===== src/rtl/seg_pkg.sv =====
// Shared constants, FSM encoding and width helpers for the segmentation
// bounding-box block.
package seg_pkg;

    localparam int         H_DISP_DEF    = 640;
    localparam int         V_DISP_DEF    = 480;
    localparam logic [7:0] BOX_COLOR_DEF = 8'd128;

    typedef logic [1:0] state_t;
    localparam state_t ST_IDLE   = 2'd0;
    localparam state_t ST_ACTIVE = 2'd1;
    localparam state_t ST_LATCH  = 2'd2;

    function automatic int coord_w(input int n);
        return (n > 1) ? $clog2(n) : 1;
    endfunction

    function automatic int count_w(input int n);
        return $clog2(n + 1);
    endfunction

endpackage


===== src/rtl/seg_xy_cnt.sv =====
// Raster position tracker: x/y of the current pixel derived from de and vsync,
// plus a flag telling whether that position lies inside the active window.
module seg_xy_cnt
    import seg_pkg::*;
#(
    parameter int H_DISP = H_DISP_DEF,
    parameter int V_DISP = V_DISP_DEF
) (
    input  logic                        clk,
    input  logic                        rst_n,
    input  logic                        de,
    input  logic                        vsync,
    output logic [coord_w(H_DISP)-1:0]  x,
    output logic [coord_w(V_DISP)-1:0]  y,
    output logic                        in_range
);

    localparam int XW = coord_w(H_DISP);
    localparam int YW = coord_w(V_DISP);
    localparam logic [XW:0] X_LIM = (XW + 1)'(H_DISP);
    localparam logic [YW:0] Y_LIM = (YW + 1)'(V_DISP);

    // One extra bit so over-long lines/frames saturate at the limit instead of wrapping
    logic [XW:0] x_cnt;
    logic [YW:0] y_cnt;
    logic        de_q;

    always_ff @(posedge clk or negedge rst_n) begin
        if (!rst_n) begin
            x_cnt <= '0;
            y_cnt <= '0;
            de_q  <= 1'b0;
        end else begin
            de_q <= de;
            if (vsync) begin
                x_cnt <= '0;
                y_cnt <= '0;
            end else begin
                if (!de)
                    x_cnt <= '0;
                else if (x_cnt != X_LIM)
                    x_cnt <= x_cnt + 1'b1;
                if (de_q && !de && (y_cnt != Y_LIM))
                    y_cnt <= y_cnt + 1'b1;
            end
        end
    end

    assign x        = x_cnt[XW-1:0];
    assign y        = y_cnt[YW-1:0];
    assign in_range = (x_cnt < X_LIM) && (y_cnt < Y_LIM);

endmodule


===== src/rtl/seg_bbox.sv =====
// Per-frame foreground bounding box and pixel count, with the previous frame's
// box drawn onto the re-emitted pixel stream.
//   state     | meaning
//   ST_IDLE   | after reset, waiting for a vsync falling edge (full frame start)
//   ST_ACTIVE | accumulating foreground extents for the current frame
//   ST_LATCH  | one cycle after frame end; results valid, bbox_valid high
module seg_bbox
    import seg_pkg::*;
#(
    parameter int         H_DISP    = H_DISP_DEF,
    parameter int         V_DISP    = V_DISP_DEF,
    parameter logic [7:0] BOX_COLOR = BOX_COLOR_DEF
) (
    input  logic                                 clk,
    input  logic                                 rst_n,
    input  logic                                 seg_hsync,
    input  logic                                 seg_vsync,
    input  logic [7:0]                           seg_data,
    input  logic                                 seg_de,
    output logic                                 box_hsync,
    output logic                                 box_vsync,
    output logic [7:0]                           box_data,
    output logic                                 box_de,
    output logic                                 bbox_valid,
    output logic                                 bbox_empty,
    output logic [coord_w(H_DISP)-1:0]           bbox_xmin,
    output logic [coord_w(H_DISP)-1:0]           bbox_xmax,
    output logic [coord_w(V_DISP)-1:0]           bbox_ymin,
    output logic [coord_w(V_DISP)-1:0]           bbox_ymax,
    output logic [count_w(H_DISP*V_DISP)-1:0]    bbox_count
);

    localparam int XW = coord_w(H_DISP);
    localparam int YW = coord_w(V_DISP);
    localparam int CW = count_w(H_DISP * V_DISP);
    localparam logic [XW-1:0] X_INIT = XW'(H_DISP - 1);
    localparam logic [YW-1:0] Y_INIT = YW'(V_DISP - 1);

    state_t        state;
    logic          vs_q;
    logic          vs_rise;
    logic          vs_fall;
    logic [XW-1:0] x;
    logic [YW-1:0] y;
    logic          in_range;
    logic          hit;
    logic          ov_en;
    logic          on_box;

    logic [XW-1:0] acc_xmin, acc_xmax, nxt_xmin, nxt_xmax;
    logic [YW-1:0] acc_ymin, acc_ymax, nxt_ymin, nxt_ymax;
    logic [CW-1:0] acc_count, nxt_count;

    seg_xy_cnt #(
        .H_DISP (H_DISP),
        .V_DISP (V_DISP)
    ) u_xy (
        .clk      (clk),
        .rst_n    (rst_n),
        .de       (seg_de),
        .vsync    (seg_vsync),
        .x        (x),
        .y        (y),
        .in_range (in_range)
    );

    assign vs_rise = seg_vsync & ~vs_q;
    assign vs_fall = ~seg_vsync & vs_q;
    assign hit     = seg_de && in_range && (seg_data != 8'd0);

    // Accumulator next values include the current pixel, so a pixel on the
    // frame-end cycle lands in the latched result.
    always_comb begin
        nxt_xmin  = (hit && (x < acc_xmin)) ? x : acc_xmin;
        nxt_xmax  = (hit && (x > acc_xmax)) ? x : acc_xmax;
        nxt_ymin  = (hit && (y < acc_ymin)) ? y : acc_ymin;
        nxt_ymax  = (hit && (y > acc_ymax)) ? y : acc_ymax;
        nxt_count = acc_count + CW'(hit);
    end

    // Latched bbox outputs double as the overlay rectangle for the next frame.
    always_comb begin
        on_box = 1'b0;
        if (ov_en && seg_de && in_range) begin
            if (((x == bbox_xmin) || (x == bbox_xmax)) && (y >= bbox_ymin) && (y <= bbox_ymax))
                on_box = 1'b1;
            if (((y == bbox_ymin) || (y == bbox_ymax)) && (x >= bbox_xmin) && (x <= bbox_xmax))
                on_box = 1'b1;
        end
    end

    always_ff @(posedge clk or negedge rst_n) begin
        if (!rst_n) begin
            box_hsync <= 1'b0;
            box_vsync <= 1'b0;
            box_data  <= 8'd0;
            box_de    <= 1'b0;
        end else begin
            box_hsync <= seg_hsync;
            box_vsync <= seg_vsync;
            box_de    <= seg_de;
            box_data  <= on_box ? BOX_COLOR : seg_data;
        end
    end

    always_ff @(posedge clk or negedge rst_n) begin
        if (!rst_n) begin
            state      <= ST_IDLE;
            vs_q       <= 1'b0;
            ov_en      <= 1'b0;
            bbox_empty <= 1'b1;
            bbox_xmin  <= '0;
            bbox_xmax  <= '0;
            bbox_ymin  <= '0;
            bbox_ymax  <= '0;
            bbox_count <= '0;
            acc_xmin   <= X_INIT;
            acc_xmax   <= '0;
            acc_ymin   <= Y_INIT;
            acc_ymax   <= '0;
            acc_count  <= '0;
        end else begin
            vs_q <= seg_vsync;
            case (state)
                ST_IDLE: begin
                    acc_xmin  <= X_INIT;
                    acc_xmax  <= '0;
                    acc_ymin  <= Y_INIT;
                    acc_ymax  <= '0;
                    acc_count <= '0;
                    if (vs_fall)
                        state <= ST_ACTIVE;
                end
                ST_ACTIVE: begin
                    if (vs_rise) begin
                        state      <= ST_LATCH;
                        bbox_empty <= (nxt_count == '0);
                        ov_en      <= (nxt_count != '0);
                        bbox_count <= nxt_count;
                        if (nxt_count == '0) begin
                            bbox_xmin <= '0;
                            bbox_xmax <= '0;
                            bbox_ymin <= '0;
                            bbox_ymax <= '0;
                        end else begin
                            bbox_xmin <= nxt_xmin;
                            bbox_xmax <= nxt_xmax;
                            bbox_ymin <= nxt_ymin;
                            bbox_ymax <= nxt_ymax;
                        end
                        acc_xmin  <= X_INIT;
                        acc_xmax  <= '0;
                        acc_ymin  <= Y_INIT;
                        acc_ymax  <= '0;
                        acc_count <= '0;
                    end else begin
                        acc_xmin  <= nxt_xmin;
                        acc_xmax  <= nxt_xmax;
                        acc_ymin  <= nxt_ymin;
                        acc_ymax  <= nxt_ymax;
                        acc_count <= nxt_count;
                    end
                end
                ST_LATCH: begin
                    state     <= ST_ACTIVE;
                    acc_xmin  <= nxt_xmin;
                    acc_xmax  <= nxt_xmax;
                    acc_ymin  <= nxt_ymin;
                    acc_ymax  <= nxt_ymax;
                    acc_count <= nxt_count;
                end
                default: state <= ST_IDLE;
            endcase
        end
    end

    assign bbox_valid = (state == ST_LATCH);

endmodule


===== config.mk =====
export PLATFORM = sky130hd
export DESIGN_NAME = seg_bbox
export DESIGN_NICKNAME = d
export VERILOG_FILES = /design/src/rtl/seg_pkg.sv /design/src/rtl/seg_xy_cnt.sv /design/src/rtl/seg_bbox.sv
export SDC_FILE = /design/constraint.sdc
export NUM_CORES = 1
export LEC_CHECK = 0
export CAP_MARGIN = 30
export CELL_PAD_IN_SITES_DETAIL_PLACEMENT = 1
export CELL_PAD_IN_SITES_GLOBAL_PLACEMENT = 1
export CORE_UTILIZATION = 41
export CTS_CLUSTER_DIAMETER = 50
export DETAILED_ROUTE_END_ITERATION = 6
export PLACE_DENSITY = 0.71
export SKIP_LAST_GASP = 1
export SYNTH_ARGS = -nofsm -noshare
export SYNTH_HDL_FRONTEND = slang
export SYNTH_SLANG_ARGS = --single-unit

===== constraint.sdc =====
create_clock -name clk -period 3.7 [get_ports clk]
set_input_delay 0.925 -clock clk [delete_from_list [all_inputs] [get_ports clk]]
set_output_delay 0.925 -clock clk [all_outputs]
set_load 0.02 [all_outputs]

==> reports/summary.json, run 1 <==
{
  "p_leak_nw": 5.13,
  "placed_area_sq_mm": 0.0104,
  "areaGrowthSynthToFinish_pct": 23.2,
  "cts.clk_slew.worst_paths_ps": 70,
  "placementRows": 54,
  "largest_net_degree_at_the_start_of_global_routing": 67,
  "n_antenna_cell": 0,
  "synth_edf_count": 0,
  "hold_viol": 0,
  "chipWidth_um": 151,
  "cts_buffers": 17,
  "critical_path_required_time_ps": 3990,
  "dpl.hpwl_um": 18600,
  "drt_iter0_markers": 329,
  "yosysTopAreaCell": "sky130_fd_sc_hd__dfrtp_1",
  "post_synth_main_area_contributors": "sky130_fd_sc_hd__dfrtp_1 (36%), sky130_fd_sc_hd__ha_1 (12%), sky130_fd_sc_hd__dfstp_2 (4.9%)",
  "drt-wirelength-per-cell_um": 20.0,
  "synth_nets": 1079,
  "clockBufferDepth": 2,
  "max_cap_violations": 0,
  "grtUsageTotal_pct": 25.1,
  "worstMarginPinSlew_ps": 829,
  "timing.critical_path.to_type": "flop",
  "cts_tree": "done",
  "die-area_sq_mm": 0.0229,
  "fin_nets": 1180,
  "pin_count": 83,
  "cp_cell_sequence": "dlygate4sd2_1, nand3_2, a211oi_4, ha_2, ha_2, nand4_1, nor3_4, mux2_2, o21a_1, a21oi_1, and3_4, clkbuf_16, a211oi_2",
  "first_global_vias": 8108,
  "ir_drop_mv": 0.421,
  "path_delay_family": "simple AND/OR/NAND/NOR gates",
  "place_congestion": 0.831,
  "initial_core_utilization_pct": 41.8,
  "critical_path.max_fanout": 7,
  "timing.setup.critical_path_class": "input pin to flop",
  "vias": 7729,
  "ant_nets": 0,
  "leading_cell_type_in_the_layout_fill_and_taps_excluded": "sky130_fd_sc_hd__dfrtp_1",
  "fin_setup_tns_ps": 0,
  "final.setup_skew_ps": 11.6,
  "p_per_area_mw_per_mm2": 582,
  "grt_pass1_wl_um": 43700,
  "fraction_of_registers_with_async_set_or_reset_after_synthesis_pct": 100,
  "design.core.area_sq_mm": 0.0218,
  "drc_errors": 0,
  "timing.max_slew.rel_slack_pct": 44.5,
  "critical_path.n_buffers_inverters": 2,
  "post-synth-top-area-fraction_pct": 36.5,
  "worst_path_most_repeated_cell": "sky130_fd_sc_hd__ha_2",
  "layout.cell_area.non_filler_sq_mm": 0.0112,
  "wl_um": 27400,
  "synthDistinctLibCells": 62,
  "synthFlopType": "sky130_fd_sc_hd__dfrtp_1",
  "postSynthCellCount": 981,
  "finalCoreUtilization_pct": 51.5,
  "io_buffer_count": 82,
  "timing.reg2reg.setup_slack_ps": 230,
  "min-delay-path-class": "input pin to asynchronous set/reset pin",
  "post_route_cells_drive_above_1_share_pct": 14.2,
  "hold_slack_ps": 466,
  "tritoncts_num_sinks": 150,
  "achievable-frequency_ghz": 0.277,
  "postSynthAreaPerCell_sq_um": 9.30,
  "fin_crit_ps": 3610,
  "multiInputGateArea_sq_mm": 0.00483,
  "rsz0062_at_grt": "false",
  "die_h_um": 151,
  "cpPeakStageDelay_ps": 380,
  "ff_latch_area_sq_mm": 0.00377,
  "cts-root-buf": "sky130_fd_sc_hd__clkbuf_16",
  "share_of_the_yosys_chip_area_belonging_to_registers_pct": 41.4,
  "clkLatencyLatePin_ps": 440,
  "drtPass1Iterations": 4,
  "grt_antenna_before_repair": 0,
  "cp_data_arrival_time_ps": 3910,
  "synthesis.area_sq_mm": 0.00913,
  "post-route-period-util_pct": 97.6,
  "max_transition_viols_final": 0,
  "synth.ff_latch_count": 150,
  "routed_via_density": 5.62,
  "timing.critical_path.slowest_stage_cell": "sky130_fd_sc_hd__a211oi_4",
  "final_cell_mix": "sky130_fd_sc_hd__dfrtp_1 (133), sky130_fd_sc_hd__nand2_1 (119), sky130_fd_sc_hd__ha_1 (83)",
  "gr_overflow_total": 0,
  "post_cts_hold_buffer_count": 0,
  "setup_viol_count_final": 0,
  "htree_levels": 4,
  "outcome": "completed",
  "yosysWarnings": 0,
  "critPathLaunchType": "input pin",
  "fillCellCount": 2458
}
flip-flops by register name, indices dropped and copies added, names as in the netlist:
register,cells
ov_en,1
bbox_ymin,9
u_xy.x_cnt,11
bbox_empty,1
acc_ymax,9
bbox_xmax,10
box_hsync,1
acc_xmax,10
acc_xmin,10
u_xy.y_cnt,10
u_xy.de_q,1
bbox_ymax,9
state,2
box_data,8
vs_q,1
bbox_xmin,10
acc_count,19
acc_ymin,9
bbox_count,19
cell usage after synthesis, drive strengths merged, types with 9 or more instances:
| master | count |
|---|---|
| mux2i | 19 |
| a21o | 16 |
| ha | 85 |
| nand4 | 22 |
| nor2 | 77 |
| nand2 | 119 |
| and3 | 13 |
| dfstp | 17 |
| xnor2 | 22 |
| a22o | 23 |
| o21ai | 59 |
| a22oi | 10 |
| a31oi | 11 |
| buf | 24 |
| a211oi | 23 |
| nor3 | 10 |
| clkbuf | 33 |
| xor2 | 14 |
| nand2b | 11 |
| a21oi | 50 |
| nand3 | 31 |
| inv | 81 |
| or2 | 9 |
| dfrtp | 133 |
cell type report:
type	instances	share of cell area (%)
flip-flops and latches	150	33.6
clock inverters	13	1.51
inverters	81	2.71
well taps	280	3.12
repair buffers	139	12.1
multi-input cells	693	43.0
clock buffers	19	4.03
routing by layer:
| metal | share of wire, % | GRT usage [%] |
|---|---|---|
| met2 | 47 | 39.9 |
| met4 | 1.9 | 8.90 |
| met1 | 47 | 34.5 |
| met3 | 3.9 | 3.89 |
| met5 | 0 | 0 |
stage by stage:
stage / total power [mW] / cells / setup slack, ps
floorplan: 3.71 / 981 / 235
global placement: 4.55 / 1339 / -470
detailed placement: 4.63 / 1339 / -498
CTS: 6.56 / 1372 / 26.3
global route: 6.92 / 1375 / 24.7
finish: 6.54 / 1375 / 88.0
power by group:
group	leakage, nW	switching (mW)	internal (mW)
clock	0.297	0.760	1.11
combinational	2.87	1.44	1.01
sequential	1.97	0.230	1.99
path summary, 6_finish.rpt:
check,endpoint,depth (start not counted),startpoint
min reg2reg,bbox_count[18]$_DFFE_PN0P_,2,bbox_count[18]$_DFFE_PN0P_
max reg2reg,bbox_ymin[1]$_DFFE_PN0P_,13,u_xy.x_cnt[8]$_DFFE_PN0P_
min,bbox_ymax[5]$_DFFE_PN0P_,1,rst_n
max,bbox_ymin[1]$_DFFE_PN0P_,13,seg_de
max in group asynchronous,acc_count[6]$_DFFE_PN0P_,2,rst_n
min in group clk,bbox_count[18]$_DFFE_PN0P_,2,bbox_count[18]$_DFFE_PN0P_
logic make-up after synthesis:
kind of cell,after synthesis,share of synthesized area [%]
xor+xnor,36,3.46
fa+ha+maj,85,11.7
buf+inv,138,6.47
simple gates,323,17.0
mux,20,2.21
compound gates,229,17.8
flops,150,41.4
repair_timing:
action / 4_1_cts / 5_1_grt
setup endpoints to repair: 40 / 40
pin swaps: 3 / 6
buffers inserted: 0 / 1
gates cloned: 1 / 2
resized for setup: 6 / 17
No activity file was read; power rests on OpenSTA's default activity.
==> run 2, diff against run 1 <==
- CORE_MARGIN: not set -> 2
==> run 2 against run 1 <==
Non-clock buffer count rose by 2. Power rose by 0.64%. Core utilization is essentially flat. Die area grew 2.7%. Design area about the same. Global-route usage decreased by 2.0 points. Register-to-register slack better by 70 ps.
==> reports/summary.json, run 2 (synthesized netlist as in run 1, its figures left out) <==
{
  "post_cts_hold_buffer_count": {"value": 0, "change": "unchanged"},
  "outcome": {"value": "completed", "change": "unchanged"},
  "max_transition_viols_final": {"value": 0, "change": "unchanged"},
  "achievable-frequency": {"value": 0.277, "unit": "GHz", "change": "about the same"},
  "fin_setup_tns": {"value": 0, "unit": "ps", "change": "unchanged"},
  "die_h": {"value": 153, "unit": "um", "change": "was 151 um"},
  "routed_via_density": {"value": 5.57, "change": "was 5.62"},
  "ant_nets": {"value": 0, "change": "unchanged"},
  "htree_levels": {"value": 4, "change": "unchanged"},
  "clkLatencyLatePin": {"value": 420, "unit": "ps", "change": "was 440 ps"},
  "reg.largest.list": {"value": "acc_count (19), bbox_count (19), u_xy.x_cnt (11)", "change": "unchanged"},
  "drt-wirelength-per-cell": {"value": 19.2, "unit": "um", "change": "was 20.0 um"},
  "ir_drop": {"value": 0.366, "unit": "mV", "change": "was 0.421 mV"},
  "fin_crit": {"value": 3610, "unit": "ps", "change": "about the same"},
  "drc_errors": {"value": 0, "change": "unchanged"},
  "hold_viol": {"value": 0, "change": "unchanged"},
  "min-delay-path-class": {"value": "input pin to asynchronous set/reset pin", "change": "unchanged"},
  "finish.cell_count_without_fillers": {"value": 1377, "change": "was 1375"},
  "vias": {"value": 7669, "change": "was 7729"},
  "p_leak": {"value": 5.09, "unit": "nW", "change": "was 5.13 nW"},
  "p_per_area": {"value": 585, "unit": "mW/mm^2", "change": "was 582 mW/mm^2"},
  "timing.setup.critical_path_class": {"value": "input pin to flop", "change": "unchanged"},
  "dpl.hpwl": {"value": 18600, "unit": "um", "change": "about the same"},
  "post_route_cells_drive_above_1_share": {"value": 14.2, "unit": "%", "change": "about the same"},
  "place_congestion": {"value": 0.801, "change": "was 0.831"},
  "timing.critical_path.to_type": {"value": "flop", "change": "unchanged"},
  "design_power_total": {"value": 6.58, "unit": "mW", "change": "was 6.54 mW"},
  "chipWidth": {"value": 153, "unit": "um", "change": "was 151 um"},
  "worstMarginPinSlew": {"value": 843, "unit": "ps", "change": "was 829 ps"},
  "io_buffer_count": {"value": 82, "change": "unchanged"},
  "critical_path_required_time": {"value": 3980, "unit": "ps", "change": "was 3990 ps"},
  "placed_area": {"value": 0.0105, "unit": "sq mm", "change": "was 0.0104 sq mm"},
  "n_antenna_cell": {"value": 0, "change": "unchanged"},
  "cts.clk_slew.worst_paths": {"value": 70, "unit": "ps", "change": "about the same"},
  "rsz0062_at_grt": {"value": "false", "change": "unchanged"},
  "die-area": {"value": 0.0235, "unit": "sq mm", "change": "was 0.0229 sq mm"},
  "place_inst": {"value": 1340, "change": "was 1339"},
  "critPathLaunchType": {"value": "input pin", "change": "unchanged"},
  "tritoncts_num_sinks": {"value": 150, "change": "unchanged"},
  "clockBufferDepth": {"value": 2, "change": "unchanged"},
  "leading_cell_type_in_the_layout_fill_and_taps_excluded": {"value": "sky130_fd_sc_hd__dfrtp_1", "change": "unchanged"},
  "final.setup_skew": {"value": 8.38, "unit": "ps", "change": "was 11.6 ps"},
  "setup_viol_count_final": {"value": 0, "change": "unchanged"},
  "layout.cell_area.non_filler": {"value": 0.0112, "unit": "sq mm", "change": "about the same"},
  "hold_slack": {"value": 408, "unit": "ps", "change": "was 466 ps"},
  "areaGrowthSynthToFinish": {"value": 23.2, "unit": "%", "change": "about the same"},
  "cts_buffers": {"value": 17, "change": "unchanged"},
  "drt_iter0_markers": {"value": 441, "change": "was 329"},
  "grt_antenna_before_repair": {"value": 0, "change": "unchanged"},
  "pin_count": {"value": 83, "change": "unchanged"},
  "post-route-period-util": {"value": 97.6, "unit": "%", "change": "about the same"},
  "largest_net_degree_at_the_start_of_global_routing": {"value": 67, "change": "unchanged"},
  "timing.max_slew.rel_slack": {"value": 43.6, "unit": "%", "change": "was 44.5%"},
  "wl": {"value": 26500, "unit": "um", "change": "was 27400 um"},
  "cts-root-buf": {"value": "sky130_fd_sc_hd__clkbuf_16", "change": "unchanged"},
  "gr_overflow_total": {"value": 0, "change": "unchanged"},
  "cts_tree": {"value": "done", "change": "unchanged"},
  "first_global_vias": {"value": 8143, "change": "was 8108"},
  "fin_nets": {"value": 1182, "change": "was 1180"},
  "placementRows": {"value": 54, "change": "unchanged"},
  "max_cap_violations": {"value": 0, "change": "unchanged"},
  "final_cell_mix": {"value": "sky130_fd_sc_hd__dfrtp_1 (133), sky130_fd_sc_hd__nand2_1 (119), sky130_fd_sc_hd__ha_1 (83)", "change": "unchanged"},
  "initial_core_utilization": {"value": 41.8, "unit": "%", "change": "unchanged"},
  "drtPass1Iterations": {"value": 4, "change": "unchanged"},
  "design.core.area": {"value": 0.0218, "unit": "sq mm", "change": "unchanged"},
  "critical_path.max_fanout": {"value": 7, "change": "unchanged"},
  "grt_pass1_wl": {"value": 43400, "unit": "um", "change": "was 43700 um"},
  "cp_data_arrival_time": {"value": 3890, "unit": "ps", "change": "was 3910 ps"},
  "grtUsageTotal": {"value": 23.1, "unit": "%", "change": "was 25.1%"}
}
==> run 2: cell count changes in the layout (fill, tap and decap cells not counted), moves of 2 or more <==
cell / delta
sky130_fd_sc_hd__buf_4: +2
sky130_fd_sc_hd__bufinv_16: +2
sky130_fd_sc_hd__clkdlybuf4s50_1: +8
sky130_fd_sc_hd__clkinv_2: +3
sky130_fd_sc_hd__clkinv_4: -2
sky130_fd_sc_hd__dlymetal6s2s_1: -8
sky130_fd_sc_hd__inv_6: -2
sky130_fd_sc_hd__nor4_2: +2
sky130_fd_sc_hd__nor4_4: -2
==> run 2: repair_timing <==
action                     in CTS  in global routing
pin swaps                       3                  3
cloned                          1                  1
resized for setup               5                  9
setup endpoints to repair      40                 40
buffers inserted                0                  3
==> run 2: area by class of cell <==
class | count | area (sq um)
fillers | 2476 | 10600
clock inverters | 13 | 203
multi-input cells | 693 | 4830
clock buffers | 19 | 443
inverters | 81 | 304
repair buffers | 141 | 1340
flip-flops and latches | 150 | 3770
well taps | 280 | 350
==> run 2: stage by stage <==
step | util (%) | setup WS [ps]
2_1_floorplan | - | 235
3_3_place_gp | 47.9 | -470
3_5_place_dp | 47.9 | -510
4_1_cts | 51.1 | 3.00
5_1_grt | 51.5 | 12.2
6_report | 51.5 | 89.2
==> run 2: final timing paths <==
| path | startpoint | endpoint | slack [ps] | cells past startpoint |
|---|---|---|---|---|
| max | seg_data[5] | bbox_ymin[8]$_DFFE_PN0P_ | 90 | 14 |
| min | rst_n | bbox_xmax[3]$_DFFE_PN0P_ | 410 | 1 |
| max reg2reg | u_xy.y_cnt[8]$_DFFE_PN0P_ | bbox_ymin[8]$_DFFE_PN0P_ | 300 | 14 |
| min reg2reg | bbox_count[10]$_DFFE_PN0P_ | bbox_count[10]$_DFFE_PN0P_ | 480 | 2 |
| max in group asynchronous | rst_n | acc_ymin[0]$_DFFE_PN1P_ | 2490 | 2 |
| min in group clk | bbox_count[10]$_DFFE_PN0P_ | bbox_count[10]$_DFFE_PN0P_ | 480 | 2 |
==> run 2: metal layers <==
| layer | share of wire (%) | wire length [um] | global-route usage, % |
|---|---|---|---|
| met2 | 46 | 12300 | 37.1 |
| met5 | 0 | 0 | 0 |
| met1 | 48 | 12800 | 32.9 |
| met3 | 3.7 | 968 | 3.09 |
| met4 | 1.5 | 397 | 6.13 |
==> run 2: critical path, cell delays in order <==
cell and delay [ps]:
sky130_fd_sc_hd__clkdlybuf4s50_1 500, sky130_fd_sc_hd__nor4_2 70, sky130_fd_sc_hd__a211oi_4 380, sky130_fd_sc_hd__ha_2 300
sky130_fd_sc_hd__ha_4 140, sky130_fd_sc_hd__nand4_1 170, sky130_fd_sc_hd__nor3_4 260, sky130_fd_sc_hd__mux2_4 320
sky130_fd_sc_hd__o21a_1 190, sky130_fd_sc_hd__a21oi_2 100, sky130_fd_sc_hd__and3_4 210, sky130_fd_sc_hd__buf_6 130
sky130_fd_sc_hd__clkbuf_16 160, sky130_fd_sc_hd__a211oi_2 40
==> run 2: report_power, final <==
group | internal [mW] | leakage (nW) | switching [mW]
logic | 1.01 | 2.81 | 1.41
clock network | 1.21 | 0.313 | 0.721
registers | 1.99 | 1.97 | 0.235
==> run 3, diff against run 2 <==
- CORE_ASPECT_RATIO: not set -> 1.2
- clock period: 3.7 -> 4 ns (I/O delays scaled with it)
==> run 3 against run 2 <==
Hold slack better by 62 ps. Global-route usage is 0.20 points higher. Highest routed layer unchanged. Sequential cell count did not move. Clock power down 7%. First-iteration DRC count fell by 27%. Critical path depth fell by 1. Clock skew grew 3.6 ps.
==> reports/summary.json, run 3 (synthesized netlist as in run 1, its figures left out) <==
{
  "outcome": {"value": "completed", "change": "unchanged"},
  "place_congestion": {"value": 0.805, "change": "was 0.801"},
  "largest_net_degree_at_the_start_of_global_routing": {"value": 74, "change": "was 67"},
  "ant_nets": {"value": 0, "change": "unchanged"},
  "met2WireLength": {"value": 13000, "unit": "um", "change": "was 12300 um"},
  "io_buffer_count": {"value": 82, "change": "unchanged"},
  "cts_resized": {"value": 0, "change": "was 5"},
  "design.core.area": {"value": 0.0218, "unit": "sq mm", "change": "about the same"},
  "worstMarginPinSlew": {"value": 900, "unit": "ps", "change": "was 843 ps"},
  "gr_overflow_total": {"value": 0, "change": "unchanged"},
  "min-delay-path-class": {"value": "input pin to asynchronous set/reset pin", "change": "unchanged"},
  "intPower": {"value": 3.84, "unit": "mW", "change": "was 4.21 mW"},
  "final_cell_mix": {"value": "sky130_fd_sc_hd__dfrtp_1 (133), sky130_fd_sc_hd__nand2_1 (119), sky130_fd_sc_hd__ha_1 (85)", "change": "was sky130_fd_sc_hd__dfrtp_1 (133), sky130_fd_sc_hd__nand2_1 (119), sky130_fd_sc_hd__ha_1 (83)"},
  "share_comb_of_total_power": {"value": 36.3, "unit": "%", "change": "was 36.8%"},
  "power.share.sequential": {"value": 34.3, "unit": "%", "change": "was 33.9%"},
  "drt-wirelength-per-cell": {"value": 19.2, "unit": "um", "change": "about the same"},
  "tritoncts_num_sinks": {"value": 150, "change": "unchanged"},
  "areaGrowthSynthToFinish": {"value": 21.3, "unit": "%", "change": "was 23.2%"},
  "dr_wl_met3": {"value": 668, "unit": "um", "change": "was 968 um"},
  "final.setup_skew": {"value": 12.0, "unit": "ps", "change": "was 8.38 ps"},
  "placed_area": {"value": 0.0104, "unit": "sq mm", "change": "was 0.0105 sq mm"},
  "cts_buffers": {"value": 17, "change": "unchanged"},
  "critical_path_required_time": {"value": 4290, "unit": "ps", "change": "was 3980 ps"},
  "cts_tree": {"value": "done", "change": "unchanged"},
  "pin_count": {"value": 83, "change": "unchanged"},
  "place_inst": {"value": 1330, "change": "was 1340"},
  "sw_frac_of_total": {"value": 36.9, "unit": "%", "change": "was 35.9%"},
  "htree_levels": {"value": 4, "change": "unchanged"},
  "first_global_vias": {"value": 8062, "change": "was 8143"},
  "fin_crit_ps": 3750,
  "setup_viol_count_final": {"value": 0, "change": "unchanged"},
  "cp_data_arrival_time": {"value": 4050, "unit": "ps", "change": "was 3890 ps"},
  "critical_path.max_fanout": {"value": 19, "change": "was 7"},
  "wl": {"value": 26100, "unit": "um", "change": "was 26500 um"},
  "post_cts_hold_buffer_count": {"value": 0, "change": "unchanged"},
  "n_antenna_cell": {"value": 0, "change": "unchanged"},
  "critPathLaunchType": {"value": "input pin", "change": "unchanged"},
  "grt_pass1_wl": {"value": 43500, "unit": "um", "change": "was 43400 um"},
  "vias": {"value": 7621, "change": "was 7669"},
  "chipWidth": {"value": 140, "unit": "um", "change": "was 153 um"},
  "fin_setup_tns": {"value": 0, "unit": "ps", "change": "unchanged"},
  "post_route_cells_drive_above_1_share": {"value": 12.8, "unit": "%", "change": "was 14.2%"},
  "post-route-period-util_pct": 93.8,
  "p_leak": {"value": 5.01, "unit": "nW", "change": "was 5.09 nW"},
  "initial_core_utilization": {"value": 41.9, "unit": "%", "change": "was 41.8%"},
  "route.top_layer_used": {"value": "met4", "change": "unchanged"},
  "max_cap_violations": {"value": 0, "change": "unchanged"},
  "fin_nets": {"value": 1173, "change": "was 1182"},
  "grt_antenna_before_repair": {"value": 0, "change": "unchanged"},
  "grtUsageTotal": {"value": 23.3, "unit": "%", "change": "was 23.1%"},
  "placementRows": {"value": 59, "change": "was 54"},
  "ir_drop": {"value": 0.418, "unit": "mV", "change": "was 0.366 mV"},
  "leading_cell_type_in_the_layout_fill_and_taps_excluded": {"value": "sky130_fd_sc_hd__dfrtp_1", "change": "unchanged"},
  "timing.max_slew.rel_slack": {"value": 39.8, "unit": "%", "change": "was 43.6%"},
  "cts_setup_buffers": {"value": 0, "change": "unchanged"},
  "max_transition_viols_final": {"value": 0, "change": "unchanged"},
  "layout.cell_area.non_filler": {"value": 0.0111, "unit": "sq mm", "change": "was 0.0112 sq mm"},
  "detailed_routing_wirelength_on_met1": {"value": 12200, "unit": "um", "change": "was 12800 um"},
  "hold_viol": {"value": 0, "change": "unchanged"},
  "routed_via_density": {"value": 5.60, "change": "was 5.57"},
  "cts.clk_slew.worst_paths": {"value": 70, "unit": "ps", "change": "about the same"},
  "finish.cell_count_without_fillers": {"value": 1362, "change": "was 1377"},
  "drt_iter0_markers": {"value": 321, "change": "was 441"},
  "die-area": {"value": 0.0235, "unit": "sq mm", "change": "about the same"},
  "timing.critical_path.to_type": {"value": "flop", "change": "unchanged"},
  "achievable-frequency_ghz": 0.266,
  "reg.largest.list": {"value": "acc_count (19), bbox_count (19), u_xy.x_cnt (11)", "change": "unchanged"},
  "cts-root-buf": {"value": "sky130_fd_sc_hd__clkbuf_16", "change": "unchanged"},
  "clockBufferDepth": {"value": 2, "change": "unchanged"},
  "p_per_area": {"value": 549, "unit": "mW/mm^2", "change": "was 585 mW/mm^2"},
  "p_switching": {"value": 2.24, "unit": "mW", "change": "was 2.37 mW"},
  "drtPass1Iterations": {"value": 4, "change": "unchanged"},
  "timing.setup.critical_path_class": {"value": "input pin to flop", "change": "unchanged"},
  "drc_errors": {"value": 0, "change": "unchanged"},
  "die_h": {"value": 167, "unit": "um", "change": "was 153 um"},
  "power.clock.fraction": {"value": 29.4, "unit": "%", "change": "about the same"},
  "clkLatencyLatePin": {"value": 440, "unit": "ps", "change": "was 420 ps"},
  "dpl.hpwl": {"value": 18600, "unit": "um", "change": "about the same"},
  "rsz0062_at_grt": {"value": "false", "change": "unchanged"}
}
==> run 3: cell types whose count changed in the layout (fill, tap and decap cells not counted), sizes merged <==
cell,previous run,this run
clkinvlp,2,1
clkinv,5,3
inv,82,85
buf,59,51
dlygate4sd2,1,0
bufinv,5,4
clkdlybuf4s50,80,81
==> run 3: critical path, stage by stage <==
cell	delay, ps
sky130_fd_sc_hd__clkdlybuf4s50_1	420
sky130_fd_sc_hd__nor4_1	540
sky130_fd_sc_hd__a211oi_4	190
sky130_fd_sc_hd__ha_1	260
sky130_fd_sc_hd__ha_1	200
sky130_fd_sc_hd__nand4_1	160
sky130_fd_sc_hd__buf_4	150
sky130_fd_sc_hd__nor4_2	50
sky130_fd_sc_hd__or4_1	390
sky130_fd_sc_hd__a21oi_1	150
sky130_fd_sc_hd__and3_2	250
sky130_fd_sc_hd__buf_12	200
sky130_fd_sc_hd__a211oi_2	50
==> run 3: final timing paths <==
kind | from | to | slack (ps) | cells after the start
setup reg to reg | u_xy.y_cnt[7]$_DFFE_PN0P_ | bbox_ymax[6]$_DFFE_PN0P_ | 620 | 13
min in group clk | bbox_count[18]$_DFFE_PN0P_ | bbox_count[18]$_DFFE_PN0P_ | 470 | 2
hold reg to reg | bbox_count[18]$_DFFE_PN0P_ | bbox_count[18]$_DFFE_PN0P_ | 470 | 2
max in group asynchronous | rst_n | bbox_empty$_DFFE_PN1P_ | 2640 | 2
setup / recovery | seg_data[4] | bbox_ymax[6]$_DFFE_PN0P_ | 250 | 13
hold / removal | rst_n | box_data[3]$_DFF_PN0_ | 470 | 1
==> run 3: final cells by class <==
cell class	count	area, sq um
inverters	81	304
repair buffers	132	1230
clock inverters	12	189
fillers	2481	10700
multi-input cells	693	4770
clock buffers	20	457
flip-flops and latches	150	3770
well taps	274	343
==> run 3: per-layer routing <==
layer  global-route usage (%)  vias up
met1                     30.6     3862
met2                     40.5      117
met5                        0        -
met3                     3.26       24
li1                         -     3618
met4                     5.71        0
==> run 3: metrics by stage <==
stage | total power [mW] | setup WS (ps) | utilization, % | hold slack [ps]
CTS | 6.14 | 180 | 50.8 | 477
finish | 6.08 | 246 | 50.8 | 470
global placement | 4.26 | -226 | 47.9 | 459
global route | 6.45 | 10.1 | 50.8 | 496
detailed placement | 4.33 | -254 | 47.9 | 462
floorplan | 3.43 | 460 | - | 466
==> run 3: power groups by stage <==
stage	Combinational, mW	Clock [mW]	Sequential, mW
floorplan	1.22	0	2.21
global placement	2.15	0	2.11
detailed placement	2.21	0	2.12
CTS	2.23	1.82	2.09
global route	2.45	1.88	2.12
finish	2.21	1.79	2.09
